### config.mk
export PLATFORM = sky130hd
export DESIGN_NAME = reg_write_arbiter_flat
export DESIGN_NICKNAME = d
export VERILOG_FILES = /design/src/rtl/reg_arb_pkg.sv /design/src/rtl/reg_write_arbiter_if.sv /design/src/rtl/reg_write_arbiter_rr_pick.sv /design/src/rtl/reg_write_arbiter.sv /design/src/flat_wrapper.sv
export SDC_FILE = /design/constraint.sdc
export NUM_CORES = 1
export LEC_CHECK = 0
export CAP_MARGIN = 0
export CORE_ASPECT_RATIO = 2
export CORE_MARGIN = 4
export CORE_UTILIZATION = 35
export CTS_BUF_LIST = sky130_fd_sc_hd__clkbuf_8 sky130_fd_sc_hd__clkbuf_16
export DETAILED_ROUTE_END_ITERATION = 8
export HOLD_SLACK_MARGIN = 0.02
export PLACE_DENSITY = 0.95
export SLEW_MARGIN = 20
export SYNTH_ARGS = -nofsm -noshare
export SYNTH_HDL_FRONTEND = slang
export SYNTH_SLANG_ARGS = --single-unit
export TNS_END_PERCENT = 50
### constraint.sdc
create_clock -name clk -period 2.4 [get_ports clk]
set_clock_uncertainty 0.05 [all_clocks]
set_input_delay 0.24 -clock clk [delete_from_list [all_inputs] [get_ports clk]]
set_output_delay 0.24 -clock clk [all_outputs]
set_load 0.005 [all_outputs]
### src/rtl/reg_arb_pkg.sv
// reg_arb_pkg: shared constants and helpers for the register-file write arbiter.
//   REG_N / REG_AW / REG_NREQ : default data width, address width, requester count
//   REG_ZERO_ADDR             : address of the hard-wired zero register (writes swallowed)
//   rr_next()                 : round-robin pointer update
package reg_arb_pkg;

  localparam int unsigned REG_N         = 32;
  localparam int unsigned REG_AW        = 5;
  localparam int unsigned REG_NREQ      = 4;
  localparam int unsigned REG_ZERO_ADDR = 0;

  // Pointer moves just past the winner; a winner index >= nreq means
  // "no winner" and the pointer holds.
  function automatic int unsigned rr_next(input int unsigned ptr,
                                          input int unsigned w,
                                          input int unsigned nreq);
    if (w >= nreq) return ptr;
    return (w + 1) % nreq;
  endfunction

endpackage

### src/rtl/reg_write_arbiter_if.sv
// reg_write_arbiter_if: requester-side and register-bank-side signals of the
// shared register-file write port.
//   req      : per-requester write request (level, held until granted)
//   req_addr : flattened addresses, requester i at [i*AW +: AW]
//   req_data : flattened data, requester i at [i*N +: N]
//   gnt      : one-hot grant pulse
//   wr_en    : write strobe to the register bank
//   wr_addr  : write address
//   wr_data  : write data
// Modports: master = requester side, slave = arbiter side.
interface reg_write_arbiter_if
  import reg_arb_pkg::*;
#(
  parameter int unsigned N    = REG_N,
  parameter int unsigned NREQ = REG_NREQ,
  parameter int unsigned AW   = REG_AW
);

  logic [NREQ-1:0]    req;
  logic [NREQ*AW-1:0] req_addr;
  logic [NREQ*N-1:0]  req_data;
  logic [NREQ-1:0]    gnt;
  logic               wr_en;
  logic [AW-1:0]      wr_addr;
  logic [N-1:0]       wr_data;

  modport master (
    output req, req_addr, req_data,
    input  gnt, wr_en, wr_addr, wr_data
  );

  modport slave (
    input  req, req_addr, req_data,
    output gnt, wr_en, wr_addr, wr_data
  );

endinterface

### src/rtl/reg_write_arbiter_rr_pick.sv
// rr_pick: combinational rotate-priority picker.
//   elig  : eligible requester mask
//   ptr   : index searched first; search wraps modulo NREQ
//   valid : at least one eligible requester
//   sel   : one-hot winner
//   idx   : binary winner index
module rr_pick #(
  parameter int unsigned NREQ = 4,
  parameter int unsigned IW   = $clog2(NREQ)
) (
  input  logic [NREQ-1:0] elig,
  input  logic [IW-1:0]   ptr,
  output logic            valid,
  output logic [NREQ-1:0] sel,
  output logic [IW-1:0]   idx
);

  // First eligible bit at or after ptr (circular) wins.
  always_comb begin
    int unsigned j;
    valid = 1'b0;
    sel   = '0;
    idx   = '0;
    j     = 0;
    for (int unsigned k = 0; k < NREQ; k++) begin
      j = (32'(ptr) + k) % NREQ;
      if (!valid && elig[IW'(j)]) begin
        valid        = 1'b1;
        sel[IW'(j)]  = 1'b1;
        idx          = IW'(j);
      end
    end
  end

endmodule

### src/rtl/reg_write_arbiter.sv
// reg_write_arbiter: shares the single register-file write port among NREQ
// requesters. One winner per cycle; grant, strobe, address and data are
// registered. Writes to the zero register are granted but not strobed.
//   clk : rising-edge clock
//   rst : synchronous active-high reset
//   bus : reg_write_arbiter_if.slave (req/req_addr/req_data in,
//         gnt/wr_en/wr_addr/wr_data out)
// Build option: define REG_ARB_FAIR_EN for round-robin arbitration;
// otherwise fixed priority with the lowest index winning.
module reg_write_arbiter
  import reg_arb_pkg::*;
#(
  parameter int unsigned N    = REG_N,
  parameter int unsigned NREQ = REG_NREQ,
  parameter int unsigned AW   = REG_AW
) (
  input  logic                  clk,
  input  logic                  rst,
  reg_write_arbiter_if.slave    bus
);

  localparam int unsigned IW = $clog2(NREQ);

  logic [NREQ-1:0] gnt_q,     gnt_d;
  logic            wr_en_q,   wr_en_d;
  logic [AW-1:0]   wr_addr_q, wr_addr_d;
  logic [N-1:0]    wr_data_q, wr_data_d;

  logic [NREQ-1:0] elig;
  logic            pick_valid;
  logic [NREQ-1:0] pick_sel;
  logic [IW-1:0]   pick_idx;
  logic [IW-1:0]   search_ptr;
  logic [AW-1:0]   pick_addr;
  logic [N-1:0]    pick_data;

  // A requester being granted this cycle still has req high; mask it so the
  // same write is not accepted twice.
  assign elig = bus.req & ~gnt_q;

`ifdef REG_ARB_FAIR_EN
  logic [IW-1:0] ptr_q, ptr_d;

  // State register: round-robin pointer
  always_ff @(posedge clk) begin
    if (rst) ptr_q <= '0;
    else     ptr_q <= ptr_d;
  end

  // Next-state: advance past the winner, hold when nobody is eligible
  always_comb begin
    ptr_d = ptr_q;
    ptr_d = IW'(rr_next(32'(ptr_q), pick_valid ? 32'(pick_idx) : NREQ, NREQ));
  end

  assign search_ptr = ptr_q;
`else
  // Fixed priority: search always starts at requester 0.
  assign search_ptr = '0;
`endif

  rr_pick #(
    .NREQ (NREQ),
    .IW   (IW)
  ) u_pick (
    .elig  (elig),
    .ptr   (search_ptr),
    .valid (pick_valid),
    .sel   (pick_sel),
    .idx   (pick_idx)
  );

  // Winner's address/data mux
  always_comb begin
    pick_addr = '0;
    pick_data = '0;
    for (int i = 0; i < int'(NREQ); i++) begin
      if (pick_sel[i]) begin
        pick_addr = bus.req_addr[i*AW +: AW];
        pick_data = bus.req_data[i*N +: N];
      end
    end
  end

  // Output next-values: address/data hold when there is no winner
  always_comb begin
    gnt_d     = '0;
    wr_en_d   = 1'b0;
    wr_addr_d = wr_addr_q;
    wr_data_d = wr_data_q;
    if (pick_valid) begin
      gnt_d     = pick_sel;
      wr_en_d   = (pick_addr != AW'(REG_ZERO_ADDR));
      wr_addr_d = pick_addr;
      wr_data_d = pick_data;
    end
  end

  // Output registers
  always_ff @(posedge clk) begin
    if (rst) begin
      gnt_q     <= '0;
      wr_en_q   <= 1'b0;
      wr_addr_q <= '0;
      wr_data_q <= '0;
    end else begin
      gnt_q     <= gnt_d;
      wr_en_q   <= wr_en_d;
      wr_addr_q <= wr_addr_d;
      wr_data_q <= wr_data_d;
    end
  end

  assign bus.gnt     = gnt_q;
  assign bus.wr_en   = wr_en_q;
  assign bus.wr_addr = wr_addr_q;
  assign bus.wr_data = wr_data_q;

endmodule

### src/flat_wrapper.sv
// flat-port wrapper written by rule: the top's interface ports become plain ports
module reg_write_arbiter_flat import reg_arb_pkg::*;
#(
  parameter int unsigned N    = REG_N,
  parameter int unsigned NREQ = REG_NREQ,
  parameter int unsigned AW   = REG_AW
)
  (clk, rst, bus_req, bus_req_addr, bus_req_data, bus_gnt, bus_wr_en, bus_wr_addr, bus_wr_data);
  reg_write_arbiter_if #(.N(N), .NREQ(NREQ), .AW(AW)) bus_i ();
  input  logic clk;
  input  logic rst;
  input wire logic [$bits(bus_i.req)-1:0] bus_req;
  input wire logic [$bits(bus_i.req_addr)-1:0] bus_req_addr;
  input wire logic [$bits(bus_i.req_data)-1:0] bus_req_data;
  output wire logic [$bits(bus_i.gnt)-1:0] bus_gnt;
  output wire logic [$bits(bus_i.wr_en)-1:0] bus_wr_en;
  output wire logic [$bits(bus_i.wr_addr)-1:0] bus_wr_addr;
  output wire logic [$bits(bus_i.wr_data)-1:0] bus_wr_data;
  assign bus_i.req = bus_req;
  assign bus_i.req_addr = bus_req_addr;
  assign bus_i.req_data = bus_req_data;
  assign bus_gnt = bus_i.gnt;
  assign bus_wr_en = bus_i.wr_en;
  assign bus_wr_addr = bus_i.wr_addr;
  assign bus_wr_data = bus_i.wr_data;
  reg_write_arbiter #(.N(N), .NREQ(NREQ), .AW(AW)) u_core (.clk(clk), .rst(rst), .bus(bus_i));
endmodule
* Word level (Yosys, flattened, before mapping)
Index checks and enable logic that the tools add are counted.
W data, S select, Z words.
** Cells by class
- Reduce and logical (&&, ||, !) cells :: 8
- Bitwise logic cells :: 3
- Muxes and demuxes :: 16
** Operators by type and width (count)
- $mux W32 :: 4
- $mux W5 :: 4
- $mux W1 :: 5
- $reduce_bool A5 Y1 :: 1
- $and A4 B4 Y4 :: 1
- $mux W4 :: 1
- $not A4 Y4 :: 1
- $logic_and A1 B1 Y1 :: 3
- $logic_not A1 Y1 :: 3
- $mux W3 :: 1
- $mux W2 :: 1
- $reduce_or A2 Y1 :: 1
- $not A1 Y1 :: 1
** Word-level totals
- Register bits :: 42
- Output and inout bits :: 42
- Input port bits :: 154
- Word-level logic and storage cells :: 31

* Longest topological paths before layout
Gate-level depths: netlist (run 1).
- Word-level depth :: 17
- Gate-level depth with buffers :: 7
- Mapped depth without buffers :: 5

* By module
From an unflattened synthesis (run 1), not the netlist that was laid out.
** Second synthesis, totals
- Cell total of the unflattened synthesis :: 363
- Area, all modules :: 3330.7 µm²
** Modules (own cells, without submodules)
- reg_write_arbiter :: area an instance 2911.5 µm², cells each 318, sequential area each 840.8 µm², instances 1
- rr_pick :: area an instance 419.2 µm², cells each 45, sequential area each 0.0 µm², instances 1

* Least setup slack after synthesis (run 1)
No wires, ideal clock.
- Path type :: reg2reg
- Start :: reg u_core.gnt_q[0], in the netlist u_core.bus.gnt[0]
- End :: reg u_core.wr_en_q, in the netlist u_core.bus.wr_en
- Setup slack :: 890 ps
- Cell stages (with the launch flop) :: 7
- Buffers on the path :: 1
- Arrival time :: 1324 ps
- Required time :: 2214 ps
- Clock period less this slack :: 1510 ps
- Library setup time :: 136 ps
- Cell sequence :: dfxtp_1 -> nand2b_1 -> buf_4 -> nand4_4 -> or2_1 -> a222oi_1 -> a311oi_1
** Between the ends
- Word-level cells in the longest chain between the ends :: 14
- Elaborated cells on any way between the ends :: 23
- Classes of those cells :: mux (12); bitwise (3); reduce/logical (8)
** RTL lines
- start: declaration :: line reg_write_arbiter.sv:24 : logic [NREQ-1:0] gnt_q, gnt_d;
- start signal: assignment :: line reg_write_arbiter.sv:107 : gnt_q <= gnt_d;
- $not A4 Y4 (*) :: line reg_write_arbiter.sv:39 : assign elig = bus.req & ~gnt_q;
- $and A4 B4 Y4 (*) :: line reg_write_arbiter.sv:39
- $mux W1 :: line reg_write_arbiter_rr_pick.sv:27 : if (!valid && elig[IW'(j)]) begin
- $logic_not A1 Y1 :: line reg_write_arbiter_rr_pick.sv:27
- $logic_and A1 B1 Y1 :: line reg_write_arbiter_rr_pick.sv:27
- $mux W1 :: line reg_write_arbiter_rr_pick.sv:27
- $logic_not A1 Y1 :: line reg_write_arbiter_rr_pick.sv:27
- $logic_and A1 B1 Y1 :: line reg_write_arbiter_rr_pick.sv:27
- $mux W1 :: line reg_write_arbiter_rr_pick.sv:27
- $logic_not A1 Y1 :: line reg_write_arbiter_rr_pick.sv:27
- $logic_and A1 B1 Y1 :: line reg_write_arbiter_rr_pick.sv:27
- $mux W4 / $mux W1 (equally long branches) :: line reg_write_arbiter_rr_pick.sv:27
- $mux W5 / $not A1 Y1 (equally long branches)
- $reduce_bool A5 Y1 / $reduce_or A2 Y1 (equally long branches)
- end signal: assignment :: line reg_write_arbiter.sv:108 : wr_en_q <= wr_en_d;
- end: declaration :: line reg_write_arbiter.sv:25 : logic wr_en_q, wr_en_d;
Mark *: on every way between the ends. The rest lies on a longest branch, timed or not.
A chain may end at the register's enable or synchronous reset.

* Worst setup path after layout (run 1)
- Start :: in bus_req[1]
- End :: reg u_core.wr_en_q, in the netlist u_core.bus.wr_en
** Between the ends
- Word-level cells in the longest chain between the ends :: 11
- Elaborated cells on any way between the ends :: 18
- Classes of those cells :: mux (9); bitwise (2); reduce/logical (7)
** RTL lines
- start: declaration :: line flat_wrapper.sv:12 : input wire logic [$bits(bus_i.req)-1:0] bus_req;
- $and A4 B4 Y4 (*) :: line reg_write_arbiter.sv:39
- $logic_and A1 B1 Y1 (*) :: line reg_write_arbiter_rr_pick.sv:27
- $mux W1 :: line reg_write_arbiter_rr_pick.sv:27
- $logic_not A1 Y1 :: line reg_write_arbiter_rr_pick.sv:27
- $logic_and A1 B1 Y1 :: line reg_write_arbiter_rr_pick.sv:27
- $mux W1 :: line reg_write_arbiter_rr_pick.sv:27
- $logic_not A1 Y1 :: line reg_write_arbiter_rr_pick.sv:27
- $logic_and A1 B1 Y1 :: line reg_write_arbiter_rr_pick.sv:27
- $mux W4 / $mux W1 (equally long branches) :: line reg_write_arbiter_rr_pick.sv:27
- $mux W5 / $not A1 Y1 (equally long branches)
- $reduce_bool A5 Y1 / $reduce_or A2 Y1 (equally long branches)
Marked as above.

==> results.json, run 1 <==
{
  "setup_viol": 0,
  "post-route-drc-count": 0,
  "antenna_found_initial": 0,
  "synth_top_family_by_area": "compound AO/OA/AOI/OAI gates",
  "whs_endpoint": "u_core.bus.wr_addr[3]$_SDFFE_PP0P_",
  "ys.warnings.count": 0,
  "synth_fa_ha_area_share_pct": 0,
  "detail_route.vias_per_cell": 5.440,
  "synth.mux.area_fraction_pct": 0,
  "critical_path_launch_point_type": "input pin",
  "syn_avg_cell_area_um2": 7.539,
  "clock_sinks": 42,
  "worst_slew_pin_slew_ps": 519.4,
  "number_of_violations_reported_at_the_end_of_detailed_routing_iteration_0": 241,
  "final_period_minus_worst_setup_slack_ps": 1890,
  "final_max_slew_violation_count": 0,
  "design.core.area_um2": 6621,
  "static-leakage-power_nw": 1.730,
  "vias": 3215,
  "min_path_cells": 2,
  "clkTransAtPathRegs_ps": 60,
  "yosys.area_share.simple_pct": 24.79,
  "synth_top_flop_cell": "sky130_fd_sc_hd__dfxtp_1",
  "placement.cell_area_um2": 4425,
  "grt_pass1_vias": 3324,
  "cts_setup_buffers": 0,
  "area.growth.synth_to_final_pct": 91.54,
  "slowest_stage": "sky130_fd_sc_hd__clkdlybuf4s50_1",
  "grt_use_total_pct": 25.00,
  "timing.critical_path.to_type": "flop",
  "vdd.ir_drop.worst_mv": 0.3905,
  "synthXorXnorAreaFrac_pct": 0,
  "layout.cell_area.non_filler_um2": 4592,
  "grt_start_max_net_pins": 43,
  "h-tree-depth": 2,
  "routed_wire_length_per_instance_um": 18.15,
  "crit_path_cell_trace": "clkdlybuf4s50_1 > nor2b_2 > nor2_2 > a221o_1 > a222oi_1 > a311oi_1",
  "reg2reg_depth": 5,
  "grt_setup_unrepaired": "false",
  "detailedRoute.firstPassIterationCount": 7,
  "synth-compound-area-share_pct": 33.14,
  "synth_sequential_area_ratio_pct": 35.07,
  "r2r_startpoint": "u_core.bus.gnt[0]$_SDFF_PP0_",
  "num_antenna_cells": 0,
  "worst_setup_path_startpoint": "bus_req[1]",
  "power.density_cell_area_nw_per_um2": 495.2,
  "timing.critical_path.fanout_max": 7,
  "fillerInstances": 553,
  "hold_ws_ps": 403.2,
  "port_buffers": 195,
  "routed_wirelength_mm": 10.73,
  "cts_hold_repair.buffers": 0,
  "die_h_um": 125.0,
  "cts_buffers": 5,
  "cts_root_buffer": "sky130_fd_sc_hd__clkbuf_16",
  "cts_tree": "done",
  "maxSlewHeadroom_pct": 65.37,
  "clk_latency_ps": 280,
  "max_freq_mhz": 529.0,
  "final.period_utilization_pct": 78.76,
  "hold_viol_final": 0,
  "postSynthNetCount": 472,
  "cp_data_arrival_time_ps": 1990,
  "overflow": 0,
  "net_count_reported_at_finish": 656,
  "required_ps": 2500,
  "crit_path_largest_cell_delay_ps": 490,
  "async_flop_share_pct": 0,
  "timing.rr.end": "u_core.bus.wr_en$_SDFF_PP0_",
  "num_ports": 196,
  "initial_utilization_pct": 36.21,
  "synth.lib_cells_used.distinct": 30,
  "number_of_instances_in_the_synthesized_netlist": 318,
  "run_status": "finished clean",
  "post-layout-total-power_w": 0.002274,
  "detailed_place_hpwl_mm": 8.369,
  "worst_hold_path_type": "reg -> reg",
  "post_synth_instance_area_um2": 2397,
  "cts_resized": 0,
  "grt_pass1_wl_mm": 16.14,
  "drtAntennaViolNets": 0,
  "floorplan.die_area_um2": 8318,
  "setup.reg_to_reg.worst_slack_ps": 550,
  "hold_path_startpoint": "u_core.bus.wr_addr[3]$_SDFFE_PP0P_",
  "floorplan.rows": 42,
  "synth-edff-count": 0,
  "setup_tns_ps": 0,
  "die_w_um": 66.52,
  "cap_viol_max_count": 0,
  "clockBufferDepth": 2,
  "synth.ff_latch_count": 42,
  "gpl.final_weighted_congestion": 0.9301,
  "drive_gt1_share_pct": 6.561,
  "criticalPathCategory": "in -> reg"
}
layout by cell type, fill, tap and decap left out:
| cell | count |
|---|---|
| sky130_fd_sc_hd__a21oi_1 | 35 |
| sky130_fd_sc_hd__a221o_1 | 2 |
| sky130_fd_sc_hd__a221oi_1 | 1 |
| sky130_fd_sc_hd__a222oi_1 | 4 |
| sky130_fd_sc_hd__a2bb2oi_1 | 1 |
| sky130_fd_sc_hd__a311o_1 | 32 |
| sky130_fd_sc_hd__a311oi_1 | 1 |
| sky130_fd_sc_hd__a31oi_1 | 2 |
| sky130_fd_sc_hd__and3b_1 | 2 |
| sky130_fd_sc_hd__buf_12 | 1 |
| sky130_fd_sc_hd__buf_4 | 14 |
| sky130_fd_sc_hd__clkbuf_16 | 5 |
| sky130_fd_sc_hd__clkbuf_8 | 3 |
| sky130_fd_sc_hd__clkdlybuf4s50_1 | 195 |
| sky130_fd_sc_hd__dfxtp_1 | 42 |
| sky130_fd_sc_hd__nand2_1 | 70 |
| sky130_fd_sc_hd__nand2b_1 | 3 |
| sky130_fd_sc_hd__nand2b_2 | 3 |
| sky130_fd_sc_hd__nand3_1 | 2 |
| sky130_fd_sc_hd__nand3_2 | 1 |
| sky130_fd_sc_hd__nand4_1 | 2 |
| sky130_fd_sc_hd__nand4_4 | 1 |
| sky130_fd_sc_hd__nor2_1 | 38 |
| sky130_fd_sc_hd__nor2_2 | 2 |
| sky130_fd_sc_hd__nor2b_1 | 2 |
| sky130_fd_sc_hd__nor2b_2 | 2 |
| sky130_fd_sc_hd__nor3_1 | 2 |
| sky130_fd_sc_hd__nor3_4 | 1 |
| sky130_fd_sc_hd__o22ai_1 | 32 |
| sky130_fd_sc_hd__or2_1 | 2 |
state kept, by name, summed over array words and instances, names as in the netlist:
| name | flops |
|---|---|
| u_core.bus.wr_data | 32 |
| u_core.bus.wr_en | 1 |
| u_core.bus.wr_addr | 5 |
| u_core.bus.gnt | 4 |
synth_stat cells (4+ instances only):
cell	number	area share (%)
sky130_fd_sc_hd__nand2_1	70	11
sky130_fd_sc_hd__dfxtp_1	42	35
sky130_fd_sc_hd__nor2_1	38	6.0
sky130_fd_sc_hd__a21oi_1	35	7.3
sky130_fd_sc_hd__a311o_1	32	13
sky130_fd_sc_hd__o22ai_1	32	8.4
sky130_fd_sc_hd__buf_2	17	3.5
sky130_fd_sc_hd__clkbuf_1	10	1.6
sky130_fd_sc_hd__a222oi_1	4	1.7
sky130_fd_sc_hd__buf_4	4	1.3
sky130_fd_sc_hd__nand2b_1	4	1.0
power by group:
part / internal (W) / switching [W] / total [W] / leakage, nW
combinational: 0.000457 / 0.000283 / 0.000739 / 1.30
clock: 0.000471 / 0.000268 / 0.000739 / 0.0832
sequential: 0.000763 / 0.0000327 / 0.000795 / 0.350
total: 0.00169 / 0.000583 / 0.00227 / 1.73
routing by layer:
metal  track usage, %  routed length, µm  share of wire, %  up-vias
li1                 -                  -                 -     1537
met1            24.89               3626                34     1490
met2            47.28               6069                57      158
met3            4.309                636               5.9       30
met4            11.86                393               3.7        0
met5                0                  0                 0        -
critical path: cells and delay by family:
kind	cells	cell delay [ps]
and+or+nand+nor	2	480
buffers and inverters	1	490
AOI/OAI and AO/OA	3	770
final cells by class:
cell class	instances	area (µm²)	share of cell area, %
Timing Repair Buffer	210	2077	45.23
Clock buffer	8	166.4	3.624
Tap cell	88	110.1	2.398
Multi-Input combinational cell	243	1398	30.44
Sequential cell	42	840.8	18.31
metrics by stage:
stage | setup WS, ps | std cells | utilization [%]
floorplan | 889.6 | 318 | -
global placement | 307.9 | 583 | 66.84
detailed placement | 230.7 | 583 | 66.84
CTS | 527.7 | 591 | 69.35
global route | 427.8 | 591 | 69.35
finish | 509.8 | 591 | 69.35
how the worst max path moves through the flow:
stage | to | slack, ps
after global placement | u_core.bus.wr_en$_SDFF_PP0_ | 310
after CTS | u_core.bus.wr_en$_SDFF_PP0_ | 530
final | u_core.bus.wr_en$_SDFF_PP0_ | 510
after detailed placement | u_core.bus.wr_en$_SDFF_PP0_ | 230
after global routing | u_core.bus.wr_en$_SDFF_PP0_ | 430
after floorplan | u_core.bus.wr_en$_SDFF_PP0_ | 890
cell families (layout without fill, tap and decap cells):
group | count (synthesis) | after routing
and+or+nand+nor | 133 | 133
AOI/OAI and AO/OA | 110 | 110
DFF | 42 | 42
buffers and inverters | 33 | 218
No activity file was read; power rests on OpenSTA's default activity.
==> inputs of run 2 (changes only) <==
Settings changed: CORE_UTILIZATION 35 to 30, PLACE_DENSITY 0.95 to 0.9.
Clock period 2.4 ns to 1.7 ns, I/O delays scaled along.
==> run 2 against run 1 <==
Via count is 3.0% higher. Clock power is 29% higher. Power is 40% higher. Global-route usage is 3.5 points lower. Critical endpoint unchanged. Largest power group unchanged.
==> results.json, run 2 (synthesized netlist as in run 1, its figures left out) <==
{
  "run_status": "finished clean",
  "grt_setup_unrepaired": "false",
  "regArea_um2": 842.1,
  "clockBufferDepth": 2,
  "layout_commonest_cell": "sky130_fd_sc_hd__clkdlybuf4s50_1",
  "worst_slew_pin_slew_ps": 732.5,
  "max_freq_mhz": 609.3,
  "setup_tns_ps": 0,
  "r2r_startpoint": "u_core.bus.gnt[1]$_SDFF_PP0_",
  "num_antenna_cells": 0,
  "die_w_um": 71.21,
  "cts_root_buffer": "sky130_fd_sc_hd__clkbuf_16",
  "grt_pass1_vias": 3449,
  "vias": 3312,
  "setup_viol": 0,
  "criticalPathCategory": "in -> reg",
  "post-route-drc-count": 0,
  "grt_pass1_wl_mm": 16.28,
  "multi_input_area_um2": 1413,
  "setup.reg_to_reg.worst_slack_ps": 80,
  "timing.critical_path.fanout_max": 6,
  "power.density_cell_area_nw_per_um2": 673.4,
  "timing.rr.end": "u_core.bus.wr_en$_SDFF_PP0_",
  "number_of_violations_reported_at_the_end_of_detailed_routing_iteration_0": 219,
  "static-leakage-power_nw": 1.805,
  "fillerInstances": 665,
  "hold_ws_ps": 395.5,
  "clock_sinks": 42,
  "timing.critical_path.to_type": "flop",
  "final_max_slew_violation_count": 0,
  "clk_latency_ps": 280,
  "overflow": 0,
  "cts_buffers": 5,
  "routed_wire_length_per_instance_um": 18.11,
  "cap_viol_max_count": 0,
  "detailedRoute.firstPassIterationCount": 4,
  "area.growth.synth_to_final_pct": 96.50,
  "layout.cell_area.non_filler_um2": 4711,
  "cp_data_arrival_time_ps": 1740,
  "critical_path_launch_point_type": "input pin",
  "port_buffers": 195,
  "final_period_minus_worst_setup_slack_ps": 1641,
  "detail_route.vias_per_cell": 5.438,
  "floorplan.die_area_um2": 9572,
  "min_path_cells": 2,
  "antenna_found_initial": 0,
  "cts_setup_buffers": 0,
  "placement.cell_area_um2": 4543,
  "whs_endpoint": "u_core.bus.gnt[0]$_SDFF_PP0_",
  "drtAntennaViolNets": 0,
  "most_frequent_cells_in_the_layout": "sky130_fd_sc_hd__clkdlybuf4s50_1, sky130_fd_sc_hd__nand2_1, sky130_fd_sc_hd__dfxtp_1",
  "final_util_pct": 61.07,
  "design.core.area_um2": 7714,
  "initial_utilization_pct": 31.08,
  "cts_tree": "done",
  "maxSlewHeadroom_pct": 51.17,
  "drive_gt1_share_pct": 8.932,
  "clkTransAtPathRegs_ps": 60,
  "hold_viol_final": 0,
  "die_h_um": 134.4,
  "number_of_flip_flops_under_the_largest_register_name": 32,
  "grt_use_total_pct": 21.52,
  "required_ps": 1800,
  "detailed_place_hpwl_mm": 8.583,
  "num_ports": 196,
  "reg2reg_depth": 5,
  "final.period_utilization_pct": 96.55,
  "hold_path_startpoint": "rst",
  "vdd.ir_drop.worst_mv": 0.4762,
  "grt_start_max_net_pins": 36,
  "floorplan.rows": 45,
  "net_count_reported_at_finish": 668,
  "h-tree-depth": 2,
  "routed_wirelength_mm": 11.03,
  "worst_hold_path_type": "in -> reg",
  "gpl.final_weighted_congestion": 0.9172
}
[run 2: how the worst max path moves through the flow]
stage | from | end | slack (ps) | cells after the start
finish | bus_req[1] | u_core.bus.wr_en$_SDFF_PP0_ | 60 | 6
global route | bus_req[1] | u_core.bus.wr_en$_SDFF_PP0_ | 4 | 6
CTS | bus_req[1] | u_core.bus.wr_en$_SDFF_PP0_ | 7 | 6
detailed placement | bus_req[1] | u_core.bus.wr_en$_SDFF_PP0_ | -270 | 6
global placement | bus_req[1] | u_core.bus.wr_en$_SDFF_PP0_ | -220 | 6
floorplan | u_core.bus.gnt[0]$_SDFF_PP0_ | u_core.bus.wr_en$_SDFF_PP0_ | 190 | 6
[run 2: layout make-up]
class / instances / share of cell area (%)
clock inverter: 2 / 0.1859
multi-input combinational: 243 / 29.99
timing repair buffer: 222 / 46.51
tap: 94 / 2.497
clock buffer: 6 / 2.948
sequential: 42 / 17.88
[run 2: per-layer routing]
layer / vias up / part of all wire [%] / global-route usage [%]
met4: 0 / 4.0 / 11.61
met1: 1560 / 32 / 20.03
met3: 33 / 7.2 / 4.651
met2: 153 / 57 / 41.55
li1: 1566 / - / -
met5: - / 0 / 0
[run 2: timing repair]
| action | in CTS | in global routing |
|---|---|---|
| hold buffers | 0 | 0 |
| setup endpoints to repair | 1 | 6 |
| gates resized for setup | 1 | 4 |
[run 2: through the flow]
stage / setup slack [ps] / std cells / total power, W
floorplan: 189.6 / 318 / 0.001531
global placement: -216.2 / 601 / 0.002190
detailed placement: -271.1 / 601 / 0.002225
CTS: 7.102 / 609 / 0.003203
global route: 4.243 / 609 / 0.003302
finish: 58.66 / 609 / 0.003172
[run 2: power breakdown]
part / internal (W) / switching, W / total, W
sequential: 0.00108 / 0.0000473 / 0.00112
clock: 0.000576 / 0.000378 / 0.000955
combinational: 0.000680 / 0.000413 / 0.00109
[run 2: worst max-delay path, cell delays in order]
cell and delay (ps):
sky130_fd_sc_hd__clkdlybuf4s50_1 500, sky130_fd_sc_hd__nor2b_4 220, sky130_fd_sc_hd__nor2_2 80, sky130_fd_sc_hd__a221o_1 330, sky130_fd_sc_hd__a222oi_1 300, sky130_fd_sc_hd__a311oi_1 140
